### config.mk
export PLATFORM = sky130hd
export DESIGN_NAME = uart_rx_engine
export DESIGN_NICKNAME = d
export VERILOG_FILES = /design/src/rtl/uart_rx_engine.sv
export SDC_FILE = /design/constraint.sdc
export NUM_CORES = 1
export LEC_CHECK = 0
export BUFFER_PORTS_ARGS = -buffer_cell sky130_fd_sc_hd__buf_2
export CORE_MARGIN = 4
export CORE_UTILIZATION = 63
export DETAILED_ROUTE_END_ITERATION = 12
export GPL_TIMING_DRIVEN = 0
export PLACE_DENSITY = 0.93
export SKIP_LAST_GASP = 1
export SYNTH_ARGS = -nofsm -noshare
export SYNTH_HDL_FRONTEND = slang
export SYNTH_SLANG_ARGS = --single-unit
export TNS_END_PERCENT = 30
### constraint.sdc
create_clock -name clk -period 5 [get_ports clk]
set_input_delay 0.5 -clock clk [delete_from_list [all_inputs] [get_ports clk]]
set_output_delay 0.5 -clock clk [all_outputs]
set_load 0.01 [all_outputs]
### src/rtl/uart_rx_engine.sv
// rtl/uart_rx_engine.sv - 16x oversampled UART receiver: start/data/parity/stop decode with per-frame error flags
module uart_rx_engine #(
    parameter int N_BIT      = 8,
    parameter int DVSR       = 326,
    parameter int PARITY_EN  = 1,
    parameter int PARITY_ODD = 0
) (
    input  logic             clk,
    input  logic             rst,
    input  logic             rx,
    output logic [N_BIT-1:0] rx_data_out,
    output logic             rx_valid,
    output logic             parity_error,
    output logic             frame_error,
    output logic             busy
);

    localparam int TW = (DVSR > 1) ? $clog2(DVSR) : 1;
    localparam int NW = $clog2(N_BIT) + 1;

    typedef enum logic [2:0] {IDLE, START, DATA, PARITY, STOP, DONE, BREAK} state_t;

    state_t           state, state_n;
    logic             rx_meta, rx_s;
    logic [TW-1:0]    tick_cnt;
    logic             tick;
    logic [3:0]       s_cnt, s_cnt_n;
    logic [NW-1:0]    n_cnt, n_cnt_n;
    logic [N_BIT-1:0] shift_reg, shift_n;
    logic             par_err, par_err_n;
    logic             fr_err, fr_err_n;
    logic             deliver;

    assign tick = (tick_cnt == TW'(DVSR - 1));
    assign busy = (state != IDLE);

    always_ff @(posedge clk) begin
        if (rst) begin
            rx_meta      <= 1'b1;
            rx_s         <= 1'b1;
            tick_cnt     <= '0;
            state        <= IDLE;
            s_cnt        <= '0;
            n_cnt        <= '0;
            shift_reg    <= '0;
            par_err      <= 1'b0;
            fr_err       <= 1'b0;
            rx_valid     <= 1'b0;
            rx_data_out  <= '0;
            parity_error <= 1'b0;
            frame_error  <= 1'b0;
        end else begin
            rx_meta   <= rx;
            rx_s      <= rx_meta;
            tick_cnt  <= tick ? '0 : tick_cnt + TW'(1);
            state     <= state_n;
            s_cnt     <= s_cnt_n;
            n_cnt     <= n_cnt_n;
            shift_reg <= shift_n;
            par_err   <= par_err_n;
            fr_err    <= fr_err_n;
            rx_valid  <= deliver;
            // Results are captured on the mid-stop tick so they are stable while state is DONE.
            if (deliver) begin
                rx_data_out  <= shift_reg;
                parity_error <= (PARITY_EN != 0) ? par_err : 1'b0;
                frame_error  <= fr_err_n;
            end
        end
    end

    always_comb begin
        state_n   = state;
        s_cnt_n   = s_cnt;
        n_cnt_n   = n_cnt;
        shift_n   = shift_reg;
        par_err_n = par_err;
        fr_err_n  = fr_err;
        deliver   = 1'b0;
        case (state)
            IDLE: begin
                if (!rx_s) begin
                    state_n = START;
                    s_cnt_n = '0;
                end
            end
            START: begin
                if (tick) begin
                    if (s_cnt == 4'd7) begin
                        if (!rx_s) begin
                            state_n = DATA;
                            s_cnt_n = '0;
                            n_cnt_n = '0;
                        end else begin
                            state_n = IDLE;
                        end
                    end else begin
                        s_cnt_n = s_cnt + 4'd1;
                    end
                end
            end
            DATA: begin
                if (tick) begin
                    if (s_cnt == 4'd15) begin
                        shift_n = {rx_s, shift_reg[N_BIT-1:1]};
                        s_cnt_n = '0;
                        if (n_cnt == NW'(N_BIT - 1)) begin
                            state_n = (PARITY_EN != 0) ? PARITY : STOP;
                        end else begin
                            n_cnt_n = n_cnt + NW'(1);
                        end
                    end else begin
                        s_cnt_n = s_cnt + 4'd1;
                    end
                end
            end
            PARITY: begin
                if (tick) begin
                    if (s_cnt == 4'd15) begin
                        par_err_n = rx_s ^ (^shift_reg) ^ (PARITY_ODD != 0);
                        state_n   = STOP;
                        s_cnt_n   = '0;
                    end else begin
                        s_cnt_n = s_cnt + 4'd1;
                    end
                end
            end
            STOP: begin
                if (tick) begin
                    if (s_cnt == 4'd15) begin
                        fr_err_n = ~rx_s;
                        state_n  = DONE;
                        s_cnt_n  = '0;
                        deliver  = 1'b1;
                    end else begin
                        s_cnt_n = s_cnt + 4'd1;
                    end
                end
            end
            DONE: begin
                state_n = fr_err ? BREAK : IDLE;
            end
            BREAK: begin
                // A line held low after a framing error must go high before a new start is seen.
                if (rx_s) begin
                    state_n = IDLE;
                end
            end
            default: begin
                state_n = IDLE;
            end
        endcase
    end

endmodule

==> flow_summary.ini <==
[run_status]
result_of_the_run = finished, final reports clean

[clock_tree]
worst_setup_hold_path_clk_slew_ps = 130
clock-sinks = 43
cts_repair_resize_count = 0
root_buffer = clkbuf_4
cts_hold_buf = 0
cts_post_setup_buffers_inserted = 0
inserted_clock_buffers = 5
worst_skew_pair.late_latency_ps = 350
cts_max_level = 2
tritoncts = done
ctsLongestPathBuffers = 2

[floorplan]
die_width_um = 65.4
placement_rows = 20
die_area_um2 = 4280
floorplan.initialDensity_pct = 66.9
die_y_um = 65.4
core_region_area_um2 = 3100
i_o_pin_count = 15

[finish]
num-nets-final = 261
antennaDiodeCount = 0
finalNonFillerCells = 299
largest_register_ff_count = 9
filler_cell_count = 255
syn_to_final_growth_pct = 8.61
drive_gt1_share_pct = 15.3

[setup_path]
critPathMaxStageDelay_ps = 520
crit_arrival_ps = 2410
crit_path_max_fanout = 8
critPathKind = reg2reg
reg2reg_depth = 7
regToRegSetupSlack_ps = 2880
crit_chain = ha_1, and4bb_1, buf_2, a22oi_1, or4b_4, a2111o_1, a21oi_1
crit_required_ps = 5290
kind_of_start_point_of_the_critical_path = flop
setup.worst_path.end_class = flop
cpMaxStageDelayCell = or4b_4

[pwr]
power.net_switching_uw = 157
seq_power_share_pct = 60.6
cell_internal_pwr_uw = 431
peakVddDrop_uv = 197
share_of_total_power_in_combinational_logic_pct = 11.7
power_leakage_uw = 0.000927
clock_power_share_pct = 27.7
switching_share_pct = 26.7
power_density_nw_per_um2 = 261

[placement]
port_buffers = 14
dp_hpwl_mm = 2.90
finalWeightedCongestion = 0.877
numPlacedInstances = 291

[drt]
routed_wirelength_mm = 4.13
first_iter_violations = 229
antenna_violating_nets_post_route = 0
detailedRoute.firstPassIterationCount = 4
post_drt_wl_per_cell_um = 13.8
routed-via-count = 1696
viasPerCell = 5.67
drc_errors = 0

[timing]
final_period_minus_worst_setup_slack_ps = 2120
period_share_pct = 42.4
fmax_ghz = 0.472
slew_headroom_pct = 54.6
clock_skew_ps = 16.2
final_hold_violations = 0
final-max-slew-violation-count = 0
worst-slew-pin-transition_ps = 674
fin_setup_tns_ps = 0
final-setup-viol-count = 0
rsz0062_at_grt = no

[global_routing]
grt_pass1_vias = 1556
grt_overflow_total = 0
grt_usage_pct = 21.2
grt_max_degree = 14
grt_antenna_before_repair = 0
global_route_wire_length_before_repair_mm = 7.06

[synth]
synth.distinct_cells = 50
seq_area_frac_synth_pct = 41.4
post_synthesis_cell_area_um2 = 2080
postSynthAreaPerCell_um2 = 8.91
asyncSetResetFlopFracSynth_pct = 0
yosys_register_bits = 43
synthCells = 233
synthesis.yosys.warnings = 0
mappedNetlistNets = 240
synth-edff-count = 0
dominantRegCellSynth = dfxtp_1

[run]
cap_violations = 0

[hold_path]
worstHoldPathCells = 2
min-delay-path-class = in2reg
## metal layers
metal  wire (µm)  GRT usage (%)
met4          43           5.44
met1        1880           26.5
met5           0              0
met2        2010           36.5
met3         195           5.13
## per-stage QoR
| step | worst slack (ps) | power, µW | hold slack (ps) | util (%) | area [µm²] |
|---|---|---|---|---|---|
| 3_3_place_gp | 2920 | 429 | 392 | 71.0 | 2200 |
| 2_1_floorplan | 3040 | 416 | 389 | - | 2080 |
| 5_1_grt | 2720 | 614 | 335 | 72.7 | 2260 |
| 6_report | 2880 | 588 | 334 | 72.7 | 2260 |
| 3_5_place_dp | 2900 | 431 | 421 | 71.0 | 2200 |
| 4_1_cts | 2880 | 591 | 328 | 72.7 | 2260 |
## cells in the final DEF (no fill, tap or decap), types with 3 or more instances in the layout
cell type,synthesis,layout
nand3b_1,3,3
mux2i_1,11,11
nand3_1,10,10
o21ai_0,6,6
xor2_1,7,7
o21a_1,3,3
inv_1,7,7
clkbuf_1,6,7
dfxtp_1,43,43
nor2_1,27,27
xnor2_1,7,7
nand2_1,23,23
nand4_1,4,4
ha_1,4,4
and2_1,4,4
o211ai_1,3,3
buf_2,4,18
nor2b_1,3,3
a21oi_1,19,19
clkbuf_4,0,5
## final timing paths
| path | from | to |
|---|---|---|
| worst max register to register | tick_cnt[0] | state[0] |
| worst min-delay path | rx | rx_meta |
| worst min register to register | rx_meta | rx_s |
| worst max-delay path | tick_cnt[0] | state[0] |
## power by group through the flow
stage | combinational, µW | sequential [µW] | clock, µW
after CTS | 67.8 | 356 | 167
after global placement | 65.7 | 364 | 0
after detailed placement | 67.5 | 364 | 0
after floorplan | 54.3 | 362 | 0
after global routing | 76.1 | 358 | 180
final | 68.9 | 356 | 163
## cell usage after synthesis (2+ instances only)
master,instances,area share (%)
nand3b_1,3,1.1
buf_2,4,0.96
nand2b_1,2,0.60
xnor2_1,7,3.0
ha_1,4,2.4
and2_1,4,1.2
or3b_2,2,0.84
o211ai_1,3,1.1
dfxtp_1,43,41
or2_2,2,0.60
nor4_1,2,0.60
nor2b_1,3,0.90
nand4_1,4,1.2
and3_1,2,0.60
nand2_1,23,4.2
nor2_1,27,4.9
o21a_1,3,1.1
inv_1,7,1.3
o41ai_1,2,0.84
and4bb_1,2,1.2
mux2_2,2,1.1
o21ai_0,6,1.4
a21oi_1,19,4.6
xor2_1,7,3.0
clkbuf_1,6,1.1
mux2i_1,11,5.3
nand3_1,10,2.4
## worst max-delay path, delay by kind of cell (launching register included)
| family | cells | cell delay [ps] |
|---|---|---|
| and+or+nand+nor | 2 | 700 |
| AOI/OAI and AO/OA | 3 | 560 |
| DFF | 1 | 450 |
| adders and majority gates | 1 | 180 |
| buffers and inverters | 1 | 180 |
## cells by family (layout without fill, tap and decap cells)
kind of cell	count (synthesis)	count (layout)	share of synthesized area, %
AOI/OAI and AO/OA	45	45	14.0
muxes	13	13	6.39
adders and majority gates	4	4	2.41
buffers and inverters	19	41	4.22
xor gates and xnor gates	15	15	6.99
DFF	43	43	41.4
and+or+nand+nor	94	94	24.6
## layout make-up
cell class,instances,area [µm²],share of cell area [%]
multi-input combinational,171,1130,50.0
timing repair buffer,14,70.1,3.11
clock inverter,2,12.5,0.555
sequential,43,861,38.2
clock buffer,6,41.3,1.83
inverter,7,26.3,1.16
buffer,12,61.3,2.72
tap,44,55.1,2.44
Note: power is estimated with default switching activity, not from simulation.
